===== src/rtl/packet_receiver_if.sv =====
// Packet receiver bus: the byte stream from uart_rx_8n1 going in, and the
// assembled packet with its valid/ack handshake and status flags coming out.
//   rx_byte[7:0]      byte from uart_rx_8n1 .data
//   rx_ready          uart_rx_8n1 .ready (level; a rising edge means a new byte)
//   packet[8*PS-1:0]  assembled packet; the first byte is in the MSB byte
//   packet_valid      packet holds an unacknowledged complete packet
//   packet_ack        consumer takes the packet
//   overrun           1-clk pulse: a completed packet was dropped
//   timeout_err       1-clk pulse: a partial packet was discarded
//   busy              a partial packet is being collected
// master: byte source plus consumer. slave: the receiver.
interface packet_receiver_if #(
  parameter int unsigned PACKET_SIZE = 15
);
  logic [7:0]               rx_byte;
  logic                     rx_ready;
  logic [8*PACKET_SIZE-1:0] packet;
  logic                     packet_valid;
  logic                     packet_ack;
  logic                     overrun;
  logic                     timeout_err;
  logic                     busy;

  modport master (
    output rx_byte, rx_ready, packet_ack,
    input  packet, packet_valid, overrun, timeout_err, busy
  );

  modport slave (
    input  rx_byte, rx_ready, packet_ack,
    output packet, packet_valid, overrun, timeout_err, busy
  );
endinterface


===== src/rtl/packet_receiver.sv =====
// packet_receiver: collects PACKET_SIZE bytes from uart_rx_8n1 into one
// parallel packet. The first byte received lands in the MSB byte. The packet
// is presented with a valid/ack handshake. The output register is separate
// from the shift register, so the next packet can be collected while the
// current one is still held. An inter-byte timeout discards a partial packet.
// Ports:
//   clk  system clock
//   rst  asynchronous reset, active-high
//   bus  packet_receiver_if.slave (see the interface for the signal list)
module packet_receiver #(
  parameter int unsigned PACKET_SIZE    = 15,
  parameter int unsigned TIMEOUT_CYCLES = 120000
) (
  input  logic              clk,
  input  logic              rst,
  packet_receiver_if.slave  bus
);
  localparam int unsigned      PW   = 8 * PACKET_SIZE;
  localparam int unsigned      CW   = $clog2(PACKET_SIZE + 1);
  localparam logic [CW-1:0]    LAST = CW'(PACKET_SIZE - 1);

  typedef enum logic [1:0] {IDLE, COLLECT, COMPLETE} state_t;

  state_t          state;
  logic            rx_ready_q;
  logic [PW-1:0]   shift;
  logic [PW-1:0]   packet_q;
  logic [CW-1:0]   count;
  logic [31:0]     tmo_cnt;
  logic            valid_q;
  logic            overrun_q;
  logic            tmo_err_q;

  logic            strobe;
  logic            tmo_hit;

  // A byte is accepted only on the rising edge of rx_ready.
  assign strobe  = bus.rx_ready & ~rx_ready_q;
  // A byte arriving in the same cycle as the timeout takes priority.
  assign tmo_hit = (TIMEOUT_CYCLES != 0) && (count != '0) &&
                   (tmo_cnt >= TIMEOUT_CYCLES) && !strobe;

  always_ff @(posedge clk or posedge rst) begin
    if (rst) begin
      state      <= IDLE;
      rx_ready_q <= 1'b0;
      shift      <= '0;
      packet_q   <= '0;
      count      <= '0;
      tmo_cnt    <= '0;
      valid_q    <= 1'b0;
      overrun_q  <= 1'b0;
      tmo_err_q  <= 1'b0;
    end else begin
      rx_ready_q <= bus.rx_ready;
      overrun_q  <= 1'b0;
      tmo_err_q  <= 1'b0;

      if (valid_q && bus.packet_ack)
        valid_q <= 1'b0;

      if (strobe || count == '0)
        tmo_cnt <= '0;
      else if (tmo_cnt != '1)
        tmo_cnt <= tmo_cnt + 32'd1;

      // The completion step reads the shift register before a byte that
      // arrives in the same cycle shifts in, so that byte starts a new packet.
      if (state == COMPLETE) begin
        if (!valid_q || bus.packet_ack) begin
          packet_q <= shift;
          valid_q  <= 1'b1;
        end else begin
          overrun_q <= 1'b1;
        end
      end

      case (state)
        IDLE, COMPLETE: begin
          if (strobe) begin
            shift <= (shift << 8) | PW'(bus.rx_byte);
            if (count == LAST) begin
              count <= '0;
              state <= COMPLETE;
            end else begin
              count <= count + 1'b1;
              state <= COLLECT;
            end
          end else begin
            state <= IDLE;
          end
        end
        COLLECT: begin
          if (tmo_hit) begin
            count     <= '0;
            shift     <= '0;
            tmo_cnt   <= '0;
            tmo_err_q <= 1'b1;
            state     <= IDLE;
          end else if (strobe) begin
            shift <= (shift << 8) | PW'(bus.rx_byte);
            if (count == LAST) begin
              count <= '0;
              state <= COMPLETE;
            end else begin
              count <= count + 1'b1;
            end
          end
        end
        default: state <= IDLE;
      endcase
    end
  end

  assign bus.packet       = packet_q;
  assign bus.packet_valid = valid_q;
  assign bus.overrun      = overrun_q;
  assign bus.timeout_err  = tmo_err_q;
  assign bus.busy         = (count != '0);
endmodule


===== src/flat_wrapper.sv =====
// flat-port wrapper written by rule: the top's interface ports become plain ports
module packet_receiver_flat 
#(
  parameter int unsigned PACKET_SIZE    = 15,
  parameter int unsigned TIMEOUT_CYCLES = 120000
)
  (clk, rst, bus_rx_byte, bus_rx_ready, bus_packet_ack, bus_packet, bus_packet_valid, bus_overrun, bus_timeout_err, bus_busy);
  packet_receiver_if #(.PACKET_SIZE(PACKET_SIZE)) bus_i ();
  input  logic clk;
  input  logic rst;
  input wire logic [$bits(bus_i.rx_byte)-1:0] bus_rx_byte;
  input wire logic [$bits(bus_i.rx_ready)-1:0] bus_rx_ready;
  input wire logic [$bits(bus_i.packet_ack)-1:0] bus_packet_ack;
  output wire logic [$bits(bus_i.packet)-1:0] bus_packet;
  output wire logic [$bits(bus_i.packet_valid)-1:0] bus_packet_valid;
  output wire logic [$bits(bus_i.overrun)-1:0] bus_overrun;
  output wire logic [$bits(bus_i.timeout_err)-1:0] bus_timeout_err;
  output wire logic [$bits(bus_i.busy)-1:0] bus_busy;
  assign bus_i.rx_byte = bus_rx_byte;
  assign bus_i.rx_ready = bus_rx_ready;
  assign bus_i.packet_ack = bus_packet_ack;
  assign bus_packet = bus_i.packet;
  assign bus_packet_valid = bus_i.packet_valid;
  assign bus_overrun = bus_i.overrun;
  assign bus_timeout_err = bus_i.timeout_err;
  assign bus_busy = bus_i.busy;
  packet_receiver #(.PACKET_SIZE(PACKET_SIZE), .TIMEOUT_CYCLES(TIMEOUT_CYCLES)) u_core (.clk(clk), .rst(rst), .bus(bus_i));
endmodule

===== config.mk =====
export PLATFORM = sky130hd
export DESIGN_NAME = packet_receiver_flat
export DESIGN_NICKNAME = d
export VERILOG_FILES = /design/src/rtl/packet_receiver_if.sv /design/src/rtl/packet_receiver.sv /design/src/flat_wrapper.sv
export SDC_FILE = /design/constraint.sdc
export NUM_CORES = 1
export LEC_CHECK = 0
export ABC_AREA = 1
export CAP_MARGIN = 25
export CORE_UTILIZATION = 51
export DETAILED_ROUTE_END_ITERATION = 10
export GPL_TIMING_DRIVEN = 0
export PLACE_DENSITY = 0.74
export SYNTH_ARGS = -nofsm -noshare
export SYNTH_HDL_FRONTEND = slang
export SYNTH_SLANG_ARGS = --single-unit
export TNS_END_PERCENT = 1

===== constraint.sdc =====
create_clock -name clk -period 10.26 [get_ports clk]
set_clock_uncertainty 0.2 [all_clocks]
set_input_delay 2.052 -clock clk [delete_from_list [all_inputs] [get_ports clk]]
set_output_delay 2.052 -clock clk [all_outputs]
set_load 0.01 [all_outputs]

==> run summary <==
Status -> completed
Hold_sp -> u_core.state[0]
Seq pwr share -> 42.3%
Share of cells above drive strength 1 -> 5.074%
H-tree levels -> 1
Die X -> 160.7 um
Clk sinks -> 282
Top-area cell type share of the netlist area -> 54.96%
# DRC -> 0
Cts repair resizes -> 0
Core area -> 24530 um2
Clock slew at reported path FFs -> 60 ps
First-pass GRT wire length -> 54210 um
Vias per Instance -> 5.350
Clock buffer depth -> 3
Die Y -> 160.7 um
LEAKAGE -> 7.855 nW
Number of DRC markers in iteration 0 -> 848
Worst VDD drop -> 0.1680 mV
Most frequent cells in the layout -> nand2_1 (360), o21ai_0 (298), dfrtp_1 (282)
Pwr dens -> 273.4 nW/um2
Crit path kind -> flip-flop to output port
Slew headroom -> 27.65%
Seq/Total Area, Yosys -> 54.96%
Crit end category -> output port
Dpl hpwl -> 22600 um
Area leader, netlist -> dfrtp_1
Critical Path Source -> u_core.count[1]
DR WL/cell -> 15.79 um
Antenna cells -> 0
Final Hold Vio Count -> 0
Final max-slew violation count -> 0
DRT Pass-1 Iters -> 5
WL final -> 32810 um
Yosys reg bits -> 282
Reg2reg setup slack -> 7750 ps
Initial antenna violation count -> 0
Switching power -> 1.419 mW
Synth top area cells -> dfrtp_1 (55%), o21ai_0 (12%), nand2_1 (11%)
Routability cong. -> 0.9216
Combinational share of power -> 32.1%
Initial Utilization -> 52.34%
RSZ-0062 raised after global routing -> false
Crit path launch type -> flip-flop
Syn Inst Count -> 1565
Min-Delay Path Class -> flip-flop to flip-flop
Arrival @ worst endpoint -> 1970 ps
Crit path capture -> bus_busy
Finished Layout Cells -> 2078
Clk Latency, worst-skew pair -> 560 ps
Final period util -> 41.19%
Fin nets -> 1747
Vias -> 11120
Dpl cells -> 2026
CP required -> 8010 ps
TritonCTS clock tree -> built
Max FO, Critical Path -> 6
Post-Syn Nets -> 1579
Die area -> 25810 um2
Syn. warnings -> 0
Largest net degree at the start of global routing -> 130
Max Clock Freq -> 236.6 MHz
Global route overflow -> 0
Port bufs -> 135
Post-CTS Hold Buffers -> 0
Distinct cells, synth -> 29
DRT antenna net count -> 0
Pint -> 2.861 mW
Max cap viols -> 0
Pwr Total -> 4.280 mW
Commonest non-fill, non-tap cell in the layout -> nand2_1
Vias in the first global route -> 10580
Mapped cell area -> 12840 um2
CTS Root Cell -> clkbuf_16
Origin of the critical flop-to-flop path -> u_core.bus.packet_valid
# fillers -> 2061
Total CTS buffers -> 29
Post-CTS Setup Inserts -> 0
Avg Inst Size Synth -> 8.204 um2
Clock power share -> 25.6%
R2R depth -> 6
Setup violators final -> 0
Sw Share -> 33.15%
Tmin final -> 4226 ps
Worst hold margin -> 266.0 ps
Cell Rows -> 57
Measured slew at the worst slew-check pin -> 1085 ps
FF-to-FF End -> u_core.bus.packet[13]
Num ports -> 136
Total GRT Usage -> 25.89%
P&R area growth vs syn -> 21.91%
worst max-delay path: stages (launching register included):
cell and delay (ps):
dfrtp_1 460, nor4_4 370, inv_1 70, clkdlybuf4s50_1 530
per-stage QoR:
stage               area, um2  worst slack (ps)  utilization [%]  TNS, ps
finish                  15650              6034            63.80        0
global route            15650              5968            63.80        0
CTS                     15650              6021            63.80        0
detailed placement      14660              5632            59.75        0
global placement        14600             -3199            59.50  -893640
floorplan               12840             229.1                -        0
synth_stat cells:
library cell and number:
nand2_1 360, nor2_1 84, nor2_2 4, o21ai_1 66, and3_1 1, nor4_4 1, and3b_1 2, o21ai_0 298
a21boi_0 11, a21oi_1 127, buf_2 14, o22ai_1 1, nand3_4 1, nand2_2 5, nor2_4 2, xor2_1 12
buf_4 5, xnor2_1 7, nand4_1 6, nand3_1 18, dfrtp_1 282, nor3_1 8, buf_6 3, nand4_2 1
clkbuf_1 69, inv_2 3, buf_1 6, inv_1 166, ha_1 2
registers in the layout (all words and copies together), names as in the netlist:
| name | flops |
|---|---|
| u_core.bus.packet | 120 |
| u_core.shift | 120 |
| u_core.tmo_cnt | 32 |
| u_core.count | 4 |
| u_core.state | 2 |
| u_core.bus.overrun | 1 |
| u_core.bus.packet_valid | 1 |
| u_core.bus.timeout_err | 1 |
| u_core.rx_ready_q | 1 |
logic make-up (layout without fill, tap and decap cells):
family / Yosys count / in the layout / synth area share (%)
AOI/OAI and AO/OA: 503 / 503 / 19.83
xor gates and xnor gates: 19 / 19 / 1.296
adders and majority gates: 2 / 2 / 0.1949
buffers and inverters: 266 / 455 / 8.234
DFF: 282 / 282 / 54.96
and+or+nand+nor: 493 / 493 / 15.48
cell type report:
type                            instances  area (um2)  area share, %
Sequential cell                       282        7057          45.08
Clock buffer                           40       827.0          5.284
Timing Repair Buffer                  137        1406          8.985
Multi-Input combinational cell       1017        4726          30.19
Inverter                              169       641.9          4.101
Buffer                                 97       422.9          2.702
Clock inverter                         12       166.4          1.063
Tap cell                              324       405.4          2.590
layer usage:
metal  part of all wire [%]  global-route usage [%]
met1                     46                   38.23
met2                     46                   40.40
met3                    5.1                   2.918
met4                    2.2                   7.532
met5                      0                       0
worst min path at each step:
stage                                   to  cells past startpoint
floorplan                  u_core.state[1]                      1
CTS                        u_core.state[1]                      1
finish                     u_core.state[1]                      1
global placement           u_core.state[1]                      1
detailed placement         u_core.state[1]                      1
global route        u_core.bus.packet[104]                      2
power groups by stage:
stage	combinational (mW)	sequential (mW)	clock (mW)
3_3_place_gp	1.33	1.82	0
4_1_cts	1.38	1.81	1.11
2_1_floorplan	0.658	1.86	0
5_1_grt	1.54	1.86	1.16
3_5_place_dp	1.37	1.82	0
6_report	1.37	1.81	1.10
(Power assumes the default switching activity.)
==> patch: new RTL, config.mk and constraints unchanged <==
`PACKET_SIZE` is set to 15 in 3 places; all go to 16.
--- a/src/rtl/packet_receiver_if.sv
+++ b/src/rtl/packet_receiver_if.sv
@@ -11,5 +11,5 @@
 // master: byte source plus consumer. slave: the receiver.
 interface packet_receiver_if #(
-  parameter int unsigned PACKET_SIZE = 15
+  parameter int unsigned PACKET_SIZE = 16
 );
   logic [7:0]               rx_byte;
--- a/src/rtl/packet_receiver.sv
+++ b/src/rtl/packet_receiver.sv
@@ -9,5 +9,5 @@
 //   bus  packet_receiver_if.slave (see the interface for the signal list)
 module packet_receiver #(
-  parameter int unsigned PACKET_SIZE    = 15,
+  parameter int unsigned PACKET_SIZE    = 16,
   parameter int unsigned TIMEOUT_CYCLES = 120000
 ) (
--- a/src/flat_wrapper.sv
+++ b/src/flat_wrapper.sv
@@ -2,5 +2,5 @@
 module packet_receiver_flat 
 #(
-  parameter int unsigned PACKET_SIZE    = 15,
+  parameter int unsigned PACKET_SIZE    = 16,
   parameter int unsigned TIMEOUT_CYCLES = 120000
 )
Interface: changed (resized bus_packet); port bits go from 136 to 144. The function was not compared with the original's and may differ.
==> patch against the unedited design <==
Via count up 11%. Clock power up 7%. Design area up 11%. Routed wire length up 14%. Sequential cell count up 17. Critical path depth up 1. First-iteration DRC count up 38%. Power down 11%. Setup slack better by 0.051 ns. Worst hold slack better by 0.013 ns. Cell count up 13%. Area after synthesis up 10%. Largest cell class unchanged.
==> patch: results (changes against the unedited design) <==
Cells and area
  – Number of diodes: 0 (unchanged)
  – Nets: 1971 (+13%)
  – Fraction of layout cells with a size suffix above 1: 8.50% (+3.4 points)
  – Fillers: 2284 (+11%)

Logic synthesis
  – Compound-cell area share of the yosys netlist: 9.64% (-10 points)
  – Post-synthesis mux area share: 0.635% (+0.64 points)
  – Post-Syn Nets: 1786 (+13%)
  – Asr flop ratio synth: 100% (unchanged)
  – Synthesis Warnings: 0 (unchanged)
  – Distinct cells, synth: 33 (+14%)
  – Post-synthesis adder-cell area fraction: 0.353% (+0.16 points)
  – Synth area leaders: dfrtp_1 53%, nand2_1 16%, o21ai_0 8.9%, inv_1 4.6%, nand3_2 3.7%
  – Seq/Total Area, Yosys: 52.8% (-2.2 points)
  – Synth Area in XOR/XNOR: 1.05% (-0.25 points)
  – Commonest cells in the synthesized netlist: 615 x nand2_1, 299 x dfrtp_1, 252 x o21ai_0

Placement
  – DP Worst Slack: 5.82 ns (+0.186 ns)
  – GP Congestion: 0.893 (-3.1%)
  – Port buffer count: 143 (+5.9%)
  – DP HPWL: 26.7 mm (+18%)
  – Area after DPL: 0.0162 mm^2 (+11%)

Power
  – Worst vdd ir: 0.166 mV (-0.97%)
  – Lkg Pwr: 0.00822 uW (+4.6%)

GRT
  – GR Util All Layers: 26.9% (+1.0 points)
  – Antenna violations before repair: 0 (unchanged)
  – Pin count of the biggest net entering global routing: 43 (-67%)
  – First-pass GRT wire length: 61.9 mm (+14%)

Routing
  – Wirelength per Cell: 15.9 um (+0.91%)
  – DRT iter0 DRCs: 1170 (+38%)
  – Vias: 12400 (+11%)
  – TritonRoute pass-1 iters: 5 (unchanged)

Clock network
  – Clock transition at path regs: 0.06 ns (about the same)
  – Setup Buffers After CTS: 0 (unchanged)
  – Num CTS Buffers: 31 (+6.9%)
  – CTS max path bufs: 3 (unchanged)
  – # H-tree levels: 1 (unchanged)
  – CTS resizes: 0 (unchanged)

Worst setup path
  – Delay-heaviest family, CP: buffers and inverters
  – Crit path arrival time: 1.92 ns (-0.05 ns)
  – Critical path's slowest cell: clkdlybuf4s50_1
  – Critical Path Fanout Max: 4 (-2)
  – Critical Path Max Stage Delay: 0.52 ns

Outcome
  – Outcome: finished clean

Hold path
  – Worst Hold Class: reg2reg

Timing
  – Slew margin rel.: 37.6% (+9.9 points)
[patch: cell types whose count changed after synthesis, sizes merged, moves of 16 or more]
cell / before / now
inv: 169 / 185
dfrtp: 282 / 299
nand2: 365 / 618
a21oi: 127 / 2
o21ai: 364 / 252
nand3: 19 / 152
[patch: report_power, final]
group / switching [uW] / total [uW] / internal (uW)
sequential: 215 / 1670 / 1450
clock: 459 / 1180 / 721
combinational: 530 / 939 / 409
[patch: layout make-up]
type	count	area, um^2	area share [%]
plain buffers	103	469	2.71
clock buffers	45	888	5.13
clock inverters	10	179	1.03
inverters	186	702	4.05
multi-input cells	1182	5530	31.9
flip-flops and latches	299	7480	43.2
well taps	372	465	2.69
repair buffers	152	1610	9.27
[patch: logic make-up (layout without fill, tap and decap cells)]
| group | count (synthesis) | after routing |
|---|---|---|
| AO/OA/AOI/OAI | 267 | 267 |
| flip-flops | 299 | 299 |
| AND/OR/NAND/NOR | 886 | 886 |
| buffers and inverters | 289 | 496 |
| XOR/XNOR | 17 | 17 |
| multiplexers | 8 | 8 |
| adder cells (fa/ha/maj) | 4 | 4 |
[patch: final timing paths]
kind                                       start  depth (start not counted)  slack, ns                    end
setup / recovery                 u_core.count[0]                          4       6.09               bus_busy
max in group asynchronous                    rst                          6       6.85  u_core.bus.packet[52]
setup reg to reg                 u_core.state[0]                          6       7.88  u_core.bus.packet[42]
hold reg to reg            u_core.bus.packet[91]                          2       0.28  u_core.bus.packet[91]
min in group asynchronous                    rst                          2       1.71      u_core.tmo_cnt[2]
hold / removal             u_core.bus.packet[91]                          2       0.28  u_core.bus.packet[91]
[patch: per-layer routing]
layer / part of all wire [%] / wire length, um / track usage [%]
met2: 46 / 17300 / 42.4
met4: 2.5 / 951 / 8.81
met3: 5.2 / 1960 / 2.92
met5: 0 / 0 / 0
met1: 46 / 17300 / 39.0
[patch: worst reg2reg max path: stages (launching register included)]
cell	delay, ns
dfrtp_1	0.37
inv_1	0.12
nand3_1	0.19
clkbuf_1	0.73
clkbuf_1	0.47
nand2_1	0.12
o21ai_0	0.10
[patch: stage by stage]
step	std cells	hold slack (ns)	power, uW
finish	2349	0.279	3790
global route	2349	0.304	4000
floorplan	1770	0.249	2210
detailed placement	2293	0.269	2610
global placement	2285	0.262	2570
CTS	2348	0.285	3800
